## config.mk

```make
export PLATFORM = sky130hd
export DESIGN_NAME = sigma_delta_dac_mc_flat
export DESIGN_NICKNAME = d
export VERILOG_FILES = /design/src/rtl/sigma_delta_dac_mc_if.sv /design/src/rtl/sigma_delta_dac_mc.sv /design/src/flat_wrapper.sv
export SDC_FILE = /design/constraint.sdc
export NUM_CORES = 1
export LEC_CHECK = 0
export ABC_AREA = 0
export CAP_MARGIN = 25
export CORE_MARGIN = 5
export CORE_UTILIZATION = 40
export DETAILED_ROUTE_END_ITERATION = 8
export HOLD_SLACK_MARGIN = 0.02
export PLACE_DENSITY = 0.67
export SYNTH_ARGS = -nofsm -noshare
export SYNTH_HDL_FRONTEND = slang
export SYNTH_SLANG_ARGS = --single-unit
```

## constraint.sdc

```tcl
create_clock -name clk_sys -period 7.7 [get_ports clk_sys]
set_input_delay 1.54 -clock clk_sys [delete_from_list [all_inputs] [get_ports clk_sys]]
set_output_delay 1.54 -clock clk_sys [all_outputs]
set_load 0.005 [all_outputs]
```

## src/rtl/sigma_delta_dac_mc_if.sv

```systemverilog
// Sample bus and 1-bit output group between the machine core and the sigma-delta DAC.
interface sigma_delta_dac_mc_if #(
    parameter int CHANNELS = 2,
    parameter int WIDTH    = 16
);
    logic [CHANNELS*WIDTH-1:0] sample_in;
    logic                      sample_stb;
    logic                      mode;
    logic                      mute;
    logic [CHANNELS-1:0]       dac_out;
    logic                      muted;

    modport master (
        output sample_in, sample_stb, mode, mute,
        input  dac_out, muted
    );

    modport slave (
        input  sample_in, sample_stb, mode, mute,
        output dac_out, muted
    );
endinterface

```

## src/rtl/sigma_delta_dac_mc.sv

```systemverilog
// Multi-channel 1-bit sigma-delta DAC: per-channel hold/ramp level feeding a
// selectable first-order (carry) or second-order (saturating) modulator.
module sigma_delta_dac_mc #(
    parameter int CHANNELS  = 2,
    parameter int WIDTH     = 16,
    parameter int SIGNED_IN = 0,
    parameter int RAMP_STEP = 16
) (
    input  logic                 clk_sys,
    input  logic                 reset,
    sigma_delta_dac_mc_if.slave  bus
);
    localparam int AW = WIDTH + 4;
    localparam int EW = WIDTH + 6;

    localparam logic [WIDTH-1:0] MID      = {1'b1, {(WIDTH-1){1'b0}}};
    localparam logic [WIDTH-1:0] CLAMP_LO = {4'b0001, {(WIDTH-4){1'b0}}};
    localparam logic [WIDTH-1:0] CLAMP_HI = {4'b1111, {(WIDTH-4){1'b0}}};
    localparam logic [WIDTH:0]   STEP     = RAMP_STEP[WIDTH:0];

    localparam logic signed [EW-1:0] F_FULL = {{(EW-WIDTH-1){1'b0}}, 1'b1, {WIDTH{1'b0}}};
    localparam logic signed [EW-1:0] I_MAX  = {{(EW-AW+1){1'b0}}, {(AW-1){1'b1}}};
    localparam logic signed [EW-1:0] I_MIN  = {{(EW-AW+1){1'b1}}, {(AW-1){1'b0}}};

    function automatic logic signed [AW-1:0] sat(input logic signed [EW-1:0] v);
        if (v > I_MAX) begin
            return I_MAX[AW-1:0];
        end else if (v < I_MIN) begin
            return I_MIN[AW-1:0];
        end
        return v[AW-1:0];
    endfunction

    logic                r_mode_copy;
    logic                r_muted;
    logic                w_mode_chg;
    logic [CHANNELS-1:0] w_q;
    logic [CHANNELS-1:0] w_at_mid;

    assign w_mode_chg  = (bus.mode != r_mode_copy);
    assign bus.dac_out = w_q;
    assign bus.muted   = r_muted;

    always_ff @(posedge clk_sys) begin
        r_mode_copy <= bus.mode;
        if (reset) begin
            r_muted <= 1'b0;
        end else begin
            r_muted <= bus.mute && (&w_at_mid);
        end
    end

    for (genvar gi = 0; gi < CHANNELS; gi++) begin : g_ch
        logic [WIDTH-1:0]       r_hold, r_level, r_acc;
        logic [WIDTH-1:0]       w_sample, w_target, w_level_next, w_lvl2;
        logic [WIDTH:0]         w_diff, w_acc_next;
        logic                   w_up, r_q;
        logic signed [AW-1:0]   r_i1, r_i2, w_i1_next, w_i2_next;
        logic signed [EW-1:0]   w_fb, w_s1, w_s2;

        // Signed input becomes offset-binary by flipping the MSB.
        assign w_sample = bus.sample_in[gi*WIDTH +: WIDTH] ^ {(SIGNED_IN != 0), {(WIDTH-1){1'b0}}};
        assign w_target = bus.mute ? MID : r_hold;
        assign w_up     = (w_target > r_level);
        assign w_diff   = w_up ? {1'b0, w_target - r_level} : {1'b0, r_level - w_target};

        always_comb begin
            w_level_next = w_target;
            if (RAMP_STEP != 0 && w_diff > STEP) begin
                w_level_next = w_up ? (r_level + STEP[WIDTH-1:0]) : (r_level - STEP[WIDTH-1:0]);
            end
        end

        // First-order: the carry out of the phase accumulator lives in r_q.
        assign w_acc_next = {1'b0, r_acc} + {1'b0, r_level};

        assign w_lvl2 = (r_level < CLAMP_LO) ? CLAMP_LO :
                        (r_level > CLAMP_HI) ? CLAMP_HI : r_level;
        assign w_fb   = r_q ? F_FULL : '0;

        always_comb begin
            w_s1      = $signed({{(EW-AW){r_i1[AW-1]}}, r_i1})
                      + $signed({{(EW-WIDTH){1'b0}}, w_lvl2}) - w_fb;
            w_i1_next = sat(w_s1);
            w_s2      = $signed({{(EW-AW){r_i2[AW-1]}}, r_i2})
                      + $signed({{(EW-AW){w_i1_next[AW-1]}}, w_i1_next}) - w_fb;
            w_i2_next = sat(w_s2);
        end

        always_ff @(posedge clk_sys) begin
            if (reset) begin
                r_hold  <= MID;
                r_level <= MID;
                r_acc   <= '0;
                r_i1    <= '0;
                r_i2    <= '0;
                r_q     <= 1'b0;
            end else begin
                if (bus.sample_stb) begin
                    r_hold <= w_sample;
                end
                r_level <= w_level_next;
                if (w_mode_chg) begin
                    r_acc <= '0;
                    r_i1  <= '0;
                    r_i2  <= '0;
                    r_q   <= 1'b0;
                end else if (r_mode_copy) begin
                    r_i1 <= w_i1_next;
                    r_i2 <= w_i2_next;
                    r_q  <= ~w_i2_next[AW-1];
                end else begin
                    r_acc <= w_acc_next[WIDTH-1:0];
                    r_q   <= w_acc_next[WIDTH];
                end
            end
        end

        assign w_q[gi]      = r_q;
        assign w_at_mid[gi] = (r_level == MID);
    end
endmodule

```

## src/flat_wrapper.sv

```systemverilog
// flat-port wrapper written by rule: the top's interface ports become plain ports
module sigma_delta_dac_mc_flat 
#(
    parameter int CHANNELS  = 2,
    parameter int WIDTH     = 16,
    parameter int SIGNED_IN = 0,
    parameter int RAMP_STEP = 16
)
  (clk_sys, reset, bus_sample_in, bus_sample_stb, bus_mode, bus_mute, bus_dac_out, bus_muted);
  sigma_delta_dac_mc_if #(.CHANNELS(CHANNELS), .WIDTH(WIDTH)) bus_i ();
  input  logic clk_sys;
  input  logic reset;
  input wire logic [$bits(bus_i.sample_in)-1:0] bus_sample_in;
  input wire logic [$bits(bus_i.sample_stb)-1:0] bus_sample_stb;
  input wire logic [$bits(bus_i.mode)-1:0] bus_mode;
  input wire logic [$bits(bus_i.mute)-1:0] bus_mute;
  output wire logic [$bits(bus_i.dac_out)-1:0] bus_dac_out;
  output wire logic [$bits(bus_i.muted)-1:0] bus_muted;
  assign bus_i.sample_in = bus_sample_in;
  assign bus_i.sample_stb = bus_sample_stb;
  assign bus_i.mode = bus_mode;
  assign bus_i.mute = bus_mute;
  assign bus_dac_out = bus_i.dac_out;
  assign bus_muted = bus_i.muted;
  sigma_delta_dac_mc #(.CHANNELS(CHANNELS), .WIDTH(WIDTH), .SIGNED_IN(SIGNED_IN), .RAMP_STEP(RAMP_STEP)) u_core (.clk_sys(clk_sys), .reset(reset), .bus(bus_i));
endmodule
```

After elaboration in Yosys (flattened, before gate mapping)
Index checks and enable logic that the tools add are counted.
{ "op_classes": {"addsub": 18, "magnitude_cmp": 16, "n_eq_ne": 3, "mux": 36, "n_bitwise": 2, "n_reduce_logical": 3} }
{ "op_table": {"columns": ["cell", "n"], "rows": [
  ["$mux W20", 12],
  ["$mux W16", 12],
  ["$gt A22 B20 Y1 const B", 4],
  ["$lt A22 B20 Y1 const B", 4],
  ["$sub A22 B22 Y22", 4],
  ["$sub A16 B16 Y16", 4],
  ["$add A20 B17 Y21", 2],
  ["$add A20 B20 Y21", 2],
  ["$add A16 B16 Y17", 2],
  ["$gt A17 B5 Y1 const B", 2],
  ["$mux W17", 2],
  ["$add A16 B5 Y16 const B", 2],
  ["$eq A16 B16 Y1 const B", 2],
  ["$gt A16 B16 Y1", 2],
  ["$gt A16 B16 Y1 const B", 2],
  ["$lt A16 B13 Y1 const B", 2],
  ["$sub A16 B5 Y16 const B", 2],
  ["$mux W1", 10],
  ["$not A1 Y1", 2],
  ["$reduce_and A2 Y1", 1],
  ["$reduce_or A2 Y1", 1],
  ["$logic_and A1 B1 Y1", 1],
  ["$ne A1 B1 Y1", 1]
]} }
{ "word_totals": {"register_bits": 180, "inputBits": 37, "out_inout_bits": 3, "wordCells": 92} }

Longest topological paths before layout
{ "depth": {"ltp_word": 17, "depth_mapped": 41, "mapped_depth_nobuf": 38} }

Worst setup path before layout
Ideal clock, no wire load.
{ "synth_timing": {"path_type": "register to register", "startpoint": "reg u_core.g_ch[0].r_level[14]", "endpoint": "reg u_core.g_ch[0].r_i2[11]", "setup_ns": 0.116, "arrival_ns": 8.034, "required_ns": 7.584, "setup_slack_ns": -0.450, "path_stages_with_launch": 41, "period_less_slack_ns": 8.150, "path_cell_list": "dfxtp_1 -> inv_1 -> nor4_1 -> a21oi_1 -> and2_1 -> ha_1 -> inv_1 -> fa_1 -> nor2b_1 -> o31a_1 -> or2_2 -> a41oi_2 -> o21ai_1 -> a221oi_4 -> xor2_1 -> ha_1 -> ha_1 -> nand3_1 -> [5 not listed] -> ha_1 -> inv_1 -> fa_1 -> nand2b_1 -> a21oi_1 -> o41a_4 -> a31o_1 -> a2111oi_4 -> nor2_1 -> xnor2_1 -> ha_1 -> nand3b_1 -> a31o_2 -> o21a_1 -> nor4_2 -> a31o_4 -> buf_6 -> nor2_1"} }
{ "synth_via": {"elab_chain_cells": 15, "word_cells_on_any_way": 20, "cone_classes": "add/sub (4); order compare (6); mux (10)"} }
{ "synth_lines": {"columns": ["item", "line", "rtl"], "rows": [
  ["start: declaration", "sigma_delta_dac_mc.sv:54", "logic [WIDTH-1:0] r_hold, r_level, r_acc;"],
  ["start signal: assignment", "sigma_delta_dac_mc.sv:102", "r_level <= w_level_next;"],
  ["$gt A16 B16 Y1", "sigma_delta_dac_mc.sv:78", "(r_level > CLAMP_HI) ? CLAMP_HI : r_level;"],
  ["$mux W16", "sigma_delta_dac_mc.sv:78", null],
  ["$mux W16 (*)", "sigma_delta_dac_mc.sv:77", "assign w_lvl2 = (r_level < CLAMP_LO) ? CLAMP_LO :"],
  ["$add A20 B17 Y21 (*)", "sigma_delta_dac_mc.sv:83", "+ $signed({{(EW-WIDTH){1'b0}}, w_lvl2}) - w_fb;"],
  ["$sub A22 B22 Y22 (*)", "sigma_delta_dac_mc.sv:83", null],
  ["$lt A22 B20 Y1", "sigma_delta_dac_mc.sv:28", "end else if (v < I_MIN) begin"],
  ["$mux W1", "sigma_delta_dac_mc.sv:28", null],
  ["$mux W1", "sigma_delta_dac_mc.sv:26", "if (v > I_MAX) begin"],
  ["$mux W20 (*)", "sigma_delta_dac_mc.sv:31", "return v[AW-1:0];"],
  ["via u_core.g_ch[0].w_i1_next[0]", "sigma_delta_dac_mc.sv:58", "logic signed [AW-1:0] r_i1, r_i2, w_i1_next, w_i2_next;"],
  ["$add A20 B20 Y21 (*)", "sigma_delta_dac_mc.sv:86", "+ $signed({{(EW-AW){w_i1_next[AW-1]}}, w_i1_next}) - w_fb;"],
  ["$sub A22 B22 Y22 (*)", "sigma_delta_dac_mc.sv:86", null],
  ["$lt A22 B20 Y1", "sigma_delta_dac_mc.sv:28", null],
  ["$mux W1", "sigma_delta_dac_mc.sv:28", null],
  ["$mux W1", "sigma_delta_dac_mc.sv:26", null],
  ["$mux W20 (*)", "sigma_delta_dac_mc.sv:31", null],
  ["end signal: assignment", "sigma_delta_dac_mc.sv:110", "r_i2 <= w_i2_next;"],
  ["end: declaration", "sigma_delta_dac_mc.sv:58", null]
]} }
Mark *: on every way through the listed nets, which the timed path passes. The rest lies on a longest branch.
A chain may end at the register's enable or synchronous reset.

Final worst setup path
{ "layout_timing": {"startpoint": "reg u_core.g_ch[0].r_level[15]", "endpoint": "reg u_core.g_ch[0].r_i2[2]"} }
The elaborated chain is that of the path after synthesis.

==> impl_metrics.yaml <==
outcome:
  run_status: "finished clean"
placed_design:
  placed_cell_area_um2: 18200
  finalWeightedCongestion: 0.888
  hpwl_mm: 34.9
  numPortBuffers: 39
  detailedPlace.worstSlack_ns: -0.269
timing:
  maxClockFrequency_mhz: 134
  setup-violations-final: 0
  grt_setup_unrepaired: "yes"
  fin_crit_sh: 0.971
  final.setup_skew_ns: 0.0122
  fin_crit_ns: 7.48
  timing.hold.ws_ns: 0.467
  finalHoldViolations: 0
  report.final.slew_viol_count: 0
  timing_worst_slew_pin_value_ns: 0.980
  slew_headroom: 0.347
  fin_ws_ns: 0.221
critical_path:
  critPathMaxFanout: 6
  critical_path.most_common_cell: "sky130_fd_sc_hd__ha_4"
  critPathKind: "reg -> reg"
  setup.worst_path.end_class: "register"
  cp_data_required_time_ns: 8.05
  worstPathBufferInverterCount: 4
  setup.worst_path.start_class: "register"
  worst_path_largest_cell_delay_ns: 0.44
  critical_path.top_delay_family: "compound AO/OA/AOI/OAI gates"
  slowest_stage: "sky130_fd_sc_hd__o41a_4"
  critical_path_arrival_ns: 7.83
power_and_ir_drop:
  comb_power_share: 0.677
  clock_power_share: 0.141
  vdd_drop_max_uv: 189
  switching_share_of_total_power: 0.462
  net-switching-power_w: 0.00295
  seq_power_share: 0.182
  design_power_total_w: 0.00640
  internal-power_w: 0.00344
  power_per_cell_area_nw_per_um2: 327
  power.static_leakage_nw: 8.74
global_routing:
  first_global_vias: 15300
  grtUsageTotal: 0.198
  grt_overflow_total: 0
  antenna_found_initial: 0
  largest_net_degree_at_the_start_of_global_routing: 101
  grt_first_pass_wirelength_mm: 75.4
layout:
  postLayoutCellArea_um2: 19600
  fill_cell_instance_count_of_the_final_layout: 3952
  multi_input_gate_area_in_the_final_layout_um2: 12700
  fin_util: 0.478
  seqCellArea_um2: 3620
  area_growth_syn_to_layout_pct: 17.7
  layout.nets: 2488
  layout-drive-gt1-share: 0.142
  antenna_cells_inserted: 0
yosys:
  syn-num-nets: 2381
  syn-instance-count: 2138
  synth_edf_count: 0
  yosysTopAreaCellShare: 0.217
  syn_avg_cell_area_um2: 7.77
  synth.area.top_cells: "sky130_fd_sc_hd__dfxtp_1 22%, sky130_fd_sc_hd__ha_1 15%, sky130_fd_sc_hd__a21oi_1 5.0%"
  number_of_distinct_library_cell_variants_in_the_gate_level_netlist_after_synthesis: 88
  ys_ff_latch: 180
  synth_seq_area_share: 0.217
  yosys-top-cells-count: "217 x sky130_fd_sc_hd__nor2_1, 194 x sky130_fd_sc_hd__ha_1, 180 x sky130_fd_sc_hd__dfxtp_1"
  synth-warning-count: 0
  synthMostInstantiatedCell: "sky130_fd_sc_hd__nor2_1"
  async_reset_ff_frac: 0
  synth_area_um2: 16600
  postSynth.topFlopCell: "sky130_fd_sc_hd__dfxtp_1"
  library_cell_with_the_largest_summed_area_after_synthesis: "sky130_fd_sc_hd__dfxtp_1"
hold_path:
  min_path_type: "reg -> reg"
route:
  wirelength_mm: 46.2
  detail_route.iter0.violations: 1100
  drt_pre_antenna_iters: 5
  detail-route-antenna-nets: 0
  detail_route.vias_per_cell: 5.71
  wl_per_cell_um: 16.6
  dr_total_vias: 15900
  remaining_drc_errors: 0
cts:
  clkLatencyLatePin_ns: 0.47
  worst_setup_hold_path_clk_slew_ns: 0.07
  cts_max_level: 4
  root_buffer: "sky130_fd_sc_hd__clkbuf_16"
  clock_sink_total: 180
  cts.path.max_buffers: 2
  postCtsHoldBufs: 0
  clock_tree_from_tritoncts: "yes"
  cts-buffers-inserted: 17
floorplanning:
  design.portCount: 40
  fp-row-count: 74
  die-width_um: 214
  initial_util: 0.406
  design.core.area_um2: 40900
  floorplan.die.height_um: 214
  die_area_um2: 45700
run:
  max_cap_viol_count: 0
power groups by stage:
stage | registers, W | clock network, W | logic [W]
after floorplan | 0.00117 | 0 | 0.00302
after global placement | 0.00116 | 0 | 0.00397
after detailed placement | 0.00117 | 0 | 0.00406
after CTS | 0.00115 | 0.000922 | 0.00411
after global routing | 0.00118 | 0.000959 | 0.00476
final | 0.00116 | 0.000901 | 0.00433
final timing paths:
kind	slack, ns	cells past startpoint	endpoint	start
setup / recovery	0.22	36	u_core.g_ch[0].r_i2[2]	u_core.g_ch[0].r_level[15]
hold / removal	0.47	2	u_core.g_ch[1].r_acc[5]	u_core.g_ch[1].r_acc[5]
setup reg to reg	0.22	36	u_core.g_ch[0].r_i2[2]	u_core.g_ch[0].r_level[15]
hold reg to reg	0.47	2	u_core.g_ch[1].r_acc[5]	u_core.g_ch[1].r_acc[5]
state kept, by name, summed over array words and instances, names as in the netlist:
| register | cells |
|---|---|
| u_core.g_ch.r_hold | 32 |
| u_core.g_ch.r_level | 32 |
| u_core.g_ch.r_acc | 32 |
| u_core.r_mode_copy | 1 |
| u_core.bus.muted | 1 |
| u_core.g_ch.r_i1 | 40 |
| u_core.g_ch.r_i2 | 40 |
| u_core.g_ch.r_q | 2 |
tightest hold or removal path: stages (launching register included):
cell and delay, ns:
sky130_fd_sc_hd__dfxtp_1 0.32, sky130_fd_sc_hd__nand2_1 0.06, sky130_fd_sc_hd__a21oi_1 0.05
routing by layer:
layer / track usage / vias up / part of all wire / wire (um)
li1: - / 7911 / - / -
met1: 0.267 / 7565 / 0.47 / 21800
met2: 0.322 / 360 / 0.46 / 21100
met3: 0.0323 / 98 / 0.041 / 1880
met4: 0.0700 / 0 / 0.032 / 1490
met5: 0 / - / 0 / 0
kinds of logic after synthesis:
group                    after synthesis  share of synthesized area
multiplexers                          74                     0.0460
buffers and inverters                223                     0.0548
AND/OR/NAND/NOR                      699                      0.207
XOR/XNOR                             128                     0.0675
adder cells (fa/ha/maj)              206                      0.161
AO/OA/AOI/OAI                        628                      0.248
flip-flops                           180                      0.217
cell usage in the layout, fill, tap and decap left out, types with 8 or more instances in the layout:
cell type,count
sky130_fd_sc_hd__a21o_1,54
sky130_fd_sc_hd__a31oi_1,16
sky130_fd_sc_hd__o22ai_1,12
sky130_fd_sc_hd__a21oi_1,156
sky130_fd_sc_hd__nor3_1,39
sky130_fd_sc_hd__or2_2,14
sky130_fd_sc_hd__o21ai_0,139
sky130_fd_sc_hd__o21ai_1,12
sky130_fd_sc_hd__clkbuf_16,18
sky130_fd_sc_hd__and2_1,34
sky130_fd_sc_hd__dfxtp_1,175
sky130_fd_sc_hd__or3_1,16
sky130_fd_sc_hd__and3_1,17
sky130_fd_sc_hd__clkdlybuf4s50_1,37
sky130_fd_sc_hd__o21a_1,35
sky130_fd_sc_hd__a211oi_1,13
sky130_fd_sc_hd__nor3_2,10
sky130_fd_sc_hd__nor2_1,213
sky130_fd_sc_hd__nand2b_1,63
sky130_fd_sc_hd__o21bai_1,19
sky130_fd_sc_hd__nand3_1,53
sky130_fd_sc_hd__inv_1,118
sky130_fd_sc_hd__o31ai_1,25
sky130_fd_sc_hd__a21oi_2,10
sky130_fd_sc_hd__mux2_2,8
sky130_fd_sc_hd__xor2_1,41
sky130_fd_sc_hd__or4_1,9
sky130_fd_sc_hd__ha_1,183
sky130_fd_sc_hd__o211ai_1,11
sky130_fd_sc_hd__xnor2_1,85
sky130_fd_sc_hd__buf_6,9
sky130_fd_sc_hd__nor2b_1,25
sky130_fd_sc_hd__fa_1,10
sky130_fd_sc_hd__nand4_1,27
sky130_fd_sc_hd__a311oi_1,16
sky130_fd_sc_hd__mux2i_1,64
sky130_fd_sc_hd__buf_4,139
sky130_fd_sc_hd__nand2_1,127
through the flow:
step	cells	setup TNS, ns
4_1_cts	2773	0
3_3_place_gp	2737	-1.52
2_1_floorplan	2138	0
5_1_grt	2790	-2.40
6_report	2790	0
3_5_place_dp	2737	-4.60
what timing repair did:
action	CTS	global route
setup buffers	4	16
endpoints found under the setup margin	38	42
gates cloned	0	1
pin swaps	2	44
resized for setup	12	122
area by class of cell:
cell class / count / share of cell area
clock inverters: 11 / 0.00582
flip-flops and latches: 180 / 0.185
well taps: 532 / 0.0340
repair buffers: 187 / 0.0780
multi-input cells: 1735 / 0.649
inverters: 124 / 0.0241
clock buffers: 21 / 0.0241
No activity file was read; power rests on OpenSTA's default activity.
==> RTL change 1: new RTL, config.mk and constraints unchanged <==
`CHANNELS` is set to 2 in 3 places; all go to 1.
--- a/src/rtl/sigma_delta_dac_mc_if.sv
+++ b/src/rtl/sigma_delta_dac_mc_if.sv
@@ -1,6 +1,6 @@
 // Sample bus and 1-bit output group between the machine core and the sigma-delta DAC.
 interface sigma_delta_dac_mc_if #(
-    parameter int CHANNELS = 2,
+    parameter int CHANNELS = 1,
     parameter int WIDTH    = 16
 );
     logic [CHANNELS*WIDTH-1:0] sample_in;
--- a/src/rtl/sigma_delta_dac_mc.sv
+++ b/src/rtl/sigma_delta_dac_mc.sv
@@ -1,7 +1,7 @@
 // Multi-channel 1-bit sigma-delta DAC: per-channel hold/ramp level feeding a
 // selectable first-order (carry) or second-order (saturating) modulator.
 module sigma_delta_dac_mc #(
-    parameter int CHANNELS  = 2,
+    parameter int CHANNELS  = 1,
     parameter int WIDTH     = 16,
     parameter int SIGNED_IN = 0,
     parameter int RAMP_STEP = 16
--- a/src/flat_wrapper.sv
+++ b/src/flat_wrapper.sv
@@ -1,7 +1,7 @@
 // flat-port wrapper written by rule: the top's interface ports become plain ports
 module sigma_delta_dac_mc_flat 
 #(
-    parameter int CHANNELS  = 2,
+    parameter int CHANNELS  = 1,
     parameter int WIDTH     = 16,
     parameter int SIGNED_IN = 0,
     parameter int RAMP_STEP = 16
Interface: changed (resized bus_dac_out and bus_sample_in); port bits go from 40 to 23. No check against the original RTL was run, so the function may have changed too.
==> RTL change 1 against the unedited design <==
The run now ends with setup timing left; clock power is 49% lower; sequential cell count is 89 lower; cell count is 47% lower; routed wire length is 46% lower; area after synthesis is 48% lower; combinational power is 43% lower; total power is 45% lower; setup slack worse by 0.26 ns; clock skew is 0.0023 ns higher; design area is 47% lower; synthesized cell count is 46% lower; maximum frequency is 3.4% lower; die area is 46% lower; critical endpoint is now u_core.g_ch[0].r_i2[1]; highest routed layer unchanged.
==> RTL change 1: results (changes against the unedited design) <==
Outcome:
- The run finished, with violations left.
- The checks that failed: setup timing.

Finish:
- The count of nets after finishing came to 1327 (-47%).
- The fraction of layout cells with a size suffix above 1 is 14.9% (+0.70 points).
- The largest registers in the layout are u_core.g_ch.r_i1 (20), u_core.g_ch.r_i2 (20).
- The number of filler cells placed in the layout is 2145 (-46%).
- The non-filler instance count after layout is 1487 (-47%).

Pwr:
- The power in combinational cells came to 2.46 mW (-43%).
- The clock share of power came to 13.2% (-0.9 points).
- The peak ir drop on the vdd network came to 195 uV (+3.2%).
- The internal power consumption is 1.85 mW (-46%).
- The leakage dissipation is 4.59 nW (-48%).
- The overall power consumption is 3.52 mW (-45%).

Setup path:
- The worst register-to-register path begins at u_core.g_ch[0].r_level[4].
- The endpoint identified for the worst register-to-register timing path is u_core.g_ch[0].r_i2[1].
- The maximum net fanout on the critical path is 5 (-1).

Clock network:
- The total CTS buffers is 9 (-8).
- The CTS H-tree depth is 3 (-1).

Hold path:
- The hold path endpoint is u_core.g_ch[0].r_acc[6].
- In this run the most critical hold path is launched from u_core.g_ch[0].r_acc[6].

Synthesis:
- Sorting the synthesized cells by area gives the leading types as sky130_fd_sc_hd__dfxtp_1 21%, sky130_fd_sc_hd__ha_1 14%, sky130_fd_sc_hd__a21oi_1 6.2%.
- The share of the yosys chip area belonging to registers is 20.9% (-0.74 points).

Routing:
- The wire length per cell is 16.7 um (+0.82%).
- The met3 wire length was 1360 um (-28%).
- The met1 wire length is 11400 um (-48%).
- The routed length on met2 is 11500 um (-45%).

Global route:
- The global routing usage on met1 is 26.4% (-0.29 points).
- The maximum number of pins on one net before global-route repair is 65 (-36%).
- The global-route wire length before repair is 39800 um (-47%).
- The global routing usage on met3 was 3.30% (+0.066 points).
- The met2 track demand over resource is 32.4% (+0.26 points).

Placement:
- The weighted congestion at the end of routability-driven global placement came to 0.916 (+3.1%).
- The post-detailed-placement cell area is 0.00958 sq mm (-47%).
- The count of buffers inserted at the top-level ports came to 22 (-44%).

STA:
- The minimum hold slack is 0.474 ns (+0.00706 ns).
- The final setup skew is 0.0145 ns (+0.00230 ns).
- The number of setup violations in the final report was 8 (+8).
- The worst-case setup margin in the final layout is -0.0401 ns (-0.261 ns).
## RTL change 1: cell count changes in the layout (fill, tap and decap cells not counted), moves of 24 or more
cell	before	now
sky130_fd_sc_hd__nand2_1	127	97
sky130_fd_sc_hd__o21ai_0	139	57
sky130_fd_sc_hd__ha_1	183	91
sky130_fd_sc_hd__buf_4	139	71
sky130_fd_sc_hd__nand2b_1	63	32
sky130_fd_sc_hd__a21o_1	54	29
sky130_fd_sc_hd__xnor2_1	85	47
sky130_fd_sc_hd__nor3_1	39	15
sky130_fd_sc_hd__nor2_1	213	95
sky130_fd_sc_hd__mux2i_1	64	29
sky130_fd_sc_hd__inv_1	118	64
sky130_fd_sc_hd__xor2_1	41	11
sky130_fd_sc_hd__dfxtp_1	175	87
sky130_fd_sc_hd__a21oi_1	156	97
## RTL change 1: timing repair
item | 4_1_cts | 5_1_grt
gates resized for setup | 7 | 55
hold endpoints to repair | 0 | 0
pin swaps | 2 | 25
gates cloned | 1 | 2
endpoints found under the setup margin | 20 | 21
buffers inserted | 2 | 12
hold buffers | 0 | 0
## RTL change 1: cell families (layout without fill, tap and decap cells)
group,after synthesis,count (layout),share of synthesized area [%]
buffers and inverters,123,185,5.87
flip-flops,91,91,20.9
multiplexers,32,32,3.73
AO/OA/AOI/OAI,356,356,26.6
AND/OR/NAND/NOR,380,380,21.5
adder cells (fa/ha/maj),103,103,15.3
XOR/XNOR,60,60,6.04
## RTL change 1: final cells by class
type                       count  area, sq um  share of cell area (%)
clock buffer                  10          239                    2.32
tap                          280          350                    3.40
multi-input combinational    931         6680                    64.8
sequential                    91         1830                    17.7
clock inverter                 5         61.3                   0.595
inverter                      69          264                    2.56
timing repair buffer         101          892                    8.65
## RTL change 1: worst max-delay path by stage
stage / startpoint / end / slack, ns / cells past startpoint
global route: u_core.g_ch[0].r_level[11] / u_core.g_ch[0].r_i2[2] / -0.43 / 41
floorplan: u_core.g_ch[0].r_level[3] / u_core.g_ch[0].r_i2[12] / 0.004 / 40
finish: u_core.g_ch[0].r_level[4] / u_core.g_ch[0].r_i2[1] / -0.04 / 40
global placement: u_core.g_ch[0].r_level[14] / u_core.g_ch[0].r_i2[2] / 0.05 / 37
CTS: u_core.g_ch[0].r_level[0] / u_core.g_ch[0].r_i2[2] / 0.01 / 40
detailed placement: u_core.g_ch[0].r_level[0] / u_core.g_ch[0].r_i2[2] / -0.11 / 40
## RTL change 1: worst reg2reg max path, delay by kind of cell (launching register included)
kind / cells / cell delay (ns)
AOI/OAI and AO/OA: 17 / 3.52
xor gates and xnor gates: 2 / 0.32
adders and majority gates: 6 / 1.29
buffers and inverters: 4 / 0.39
DFF: 1 / 0.32
and+or+nand+nor: 11 / 1.84
==> RTL change 2: new RTL, same settings <==
Without the edit above. Make the reset (`reset`) asynchronous in one clocked block.
--- a/src/rtl/sigma_delta_dac_mc.sv
+++ b/src/rtl/sigma_delta_dac_mc.sv
@@ -87,7 +87,7 @@
             w_i2_next = sat(w_s2);
         end
 
-        always_ff @(posedge clk_sys) begin
+        always_ff @(posedge clk_sys or posedge reset) begin
             if (reset) begin
                 r_hold  <= MID;
                 r_level <= MID;
Function: differs if reset is asserted again (counterexample within 4 cycles, from zero or initial values and one cycle with reset high); with reset held inactive, the same outputs for 4 cycles.
==> RTL change 2 against the unedited design <==
The run now ends with setup timing left; routed wire length up 4.5%; worst hold slack better by 0.024 ns; clock skew about the same; sequential cell count unchanged; maximum frequency down 3.0%; area after synthesis up 5.7%; setup slack worse by 0.23 ns; design area up 6.5%; largest cell class unchanged; highest routed layer unchanged.
Power is not shown: default switching activity piles up to over one toggle a cycle in this logic, so the estimate is an artifact.
==> RTL change 2: results (changes against the unedited design) <==
Outcome:
- The run finished, with violations left.
- The checks that failed: setup timing.

Clock network:
- The total CTS buffers is 17 (unchanged).
- The CTS H-tree depth is 4 (unchanged).
- The clock-pin slew reported for the worst setup and hold paths after clock tree synthesis is 0.07 ns (about the same).

Synthesis:
- The multiplexer share of the synthesized area came to 4.55% (-0.050 points).
- The net count of the mapped netlist came to 2268 (-4.7%).
- The share of the yosys chip area belonging to registers is 25.6% (+3.9 points).
- The complex-gate fraction of the synthesized area is 26.3% (+1.6 points).
- The area share of fa/ha/maj cells after synthesis is 15.5% (-0.59 points).
- The post-synthesis cell type count came to 97 (+10%).
- The xor and xnor area share after synthesis was 5.88% (-0.86 points).
- The yosys synthesis warning count came to 0 (unchanged).
- The proportion of register bits with asynchronous set or reset after synthesis came to 98.9% (+99 points).
- After synthesis, the cell types taking the most area are sky130_fd_sc_hd__dfrtp_1 25%, sky130_fd_sc_hd__ha_1 14%, sky130_fd_sc_hd__a21oi_1 4.5%.
- Sorting the synthesized cells by how often they occur yields 198 x sky130_fd_sc_hd__ha_1, 174 x sky130_fd_sc_hd__dfrtp_1, 158 x sky130_fd_sc_hd__a21oi_1, 129 x sky130_fd_sc_hd__inv_1, 124 x sky130_fd_sc_hd__o21ai_0.
- Among all flip-flop cells after synthesis, the most frequent one is sky130_fd_sc_hd__dfrtp_1.

Routing:
- The total iterations of the first detailed-routing run came to 6 (+1).
- The first-iteration detailed-routing DRC count was 1189 (+8.1%).
- The vias per cell is 5.79 (+1.5%).
- The detailed-route wire length is 48300 um (+4.5%).

Placement:
- The detailed placer's ending HPWL is 36700 um (+4.9%).
- The weighted congestion at the end of routability-driven global placement is 0.945 (+6.3%).

Global route:
- The maximum number of pins on one net before global-route repair is 128 (+27%).
- The overall fraction of global-route tracks in use was 19.5% (-0.27 points).
- The global-route wire length before repair is 78100 um (+3.6%).
- The via count of the first global-routing pass was 15600 (+2.4%).

Setup path:
- The critical path's slowest cell is sky130_fd_sc_hd__dfstp_2.
- The data arrival at the endpoint of the critical path is 8.05 ns (+0.22 ns).
- The maximum net fanout on the critical path came to 19 (+13).
- The cell depth of the worst flop-to-flop path is 36 (unchanged).
- The delay of the slowest critical-path stage is 0.56 ns (+0.12 ns).

STA:
- The headroom to the max-slew limit was 39.4% (+4.7 points).
- The number of setup violations in the final report is 2 (+2).
- The worst-case setup margin in the final layout is -0.00748 ns (-0.228 ns).
- The final setup skew is 0.0119 ns (-0.000289 ns).

Finish:
- The fraction of layout cells with a size suffix above 1 came to 17.8% (+3.6 points).
- The number of filler cells placed in the layout is 4054 (+2.6%).
- The count of nets after finishing is 2427 (-2.5%).
RTL change 2: cell count changes after synthesis, sizes merged, moves of 13 or more:
cell	unedited run	this run
dfxtp	180	2
dfrtp	0	174
nor2	219	83
a22o	2	32
o21ai	159	129
mux2	9	38
mux2i	64	36
a221o	3	27
a22oi	0	21
a32o	1	20
nand3	54	38
nand2b	65	50
xnor2	87	73
nand2	129	116
RTL change 2: through the flow:
stage	setup slack, ns	hold WS [ns]	instances	area, sq um	setup TNS [ns]
finish	-0.00748	0.491	2778	20800	-0.0116
global route	-0.428	0.507	2778	20800	-10.27
CTS	-0.0188	0.496	2765	20500	-0.0621
detailed placement	-0.489	0.480	2729	19700	-17.44
global placement	-0.311	0.475	2729	19700	-10.98
floorplan	-0.113	0.456	2021	17700	-0.906
RTL change 2: cell type report:
type	count	area (sq um)	area share, %
Multi-Input combinational cell	1619	12600	60.4
Clock inverter	10	123	0.589
Inverter	130	495	2.38
Tap cell	585	732	3.52
Timing Repair Buffer	232	1900	9.14
Clock buffer	22	484	2.33
Sequential cell	180	4500	21.6
RTL change 2: critical path, delay by kind of cell (launching register included):
family | cells | cell delay (ns)
fa+ha+maj | 4 | 0.94
flops | 1 | 0.56
xor+xnor | 2 | 0.34
simple gates | 10 | 2.30
compound gates | 14 | 2.54
buf+inv | 6 | 0.89
RTL change 2: what timing repair did:
item | in CTS | in global routing
resized for setup | 12 | 55
endpoints found under the setup margin | 39 | 42
pin swaps | 9 | 21
gates cloned | 1 | 1
buffers inserted | 3 | 11
RTL change 2: routing by layer:
layer,wire length (um),track usage (%)
met4,1270,6.78
met3,1980,1.95
met2,23000,32.9
met5,0,0
met1,22100,26.3
RTL change 2: cell families (layout without fill, tap and decap cells):
group | count (synthesis) | after routing
AO/OA/AOI/OAI | 673 | 673
AND/OR/NAND/NOR | 542 | 544
buffers and inverters | 224 | 394
adder cells (fa/ha/maj) | 210 | 210
flip-flops | 180 | 180
XOR/XNOR | 118 | 118
multiplexers | 74 | 74
RTL change 2: final timing paths:
path	start	to	slack, ns
worst max-delay path	u_core.g_ch[1].r_level[15]	u_core.g_ch[1].r_i2[1]	-0.007
max in group asynchronous	reset	u_core.g_ch[0].r_level[10]	4.67
min in group asynchronous	reset	u_core.g_ch[0].r_acc[4]	1.79
worst min-delay path	u_core.g_ch[1].r_i2[19]	u_core.g_ch[1].r_i2[19]	0.49
worst min register to register	u_core.g_ch[1].r_i2[19]	u_core.g_ch[1].r_i2[19]	0.49
worst max register to register	u_core.g_ch[1].r_level[15]	u_core.g_ch[1].r_i2[1]	-0.007
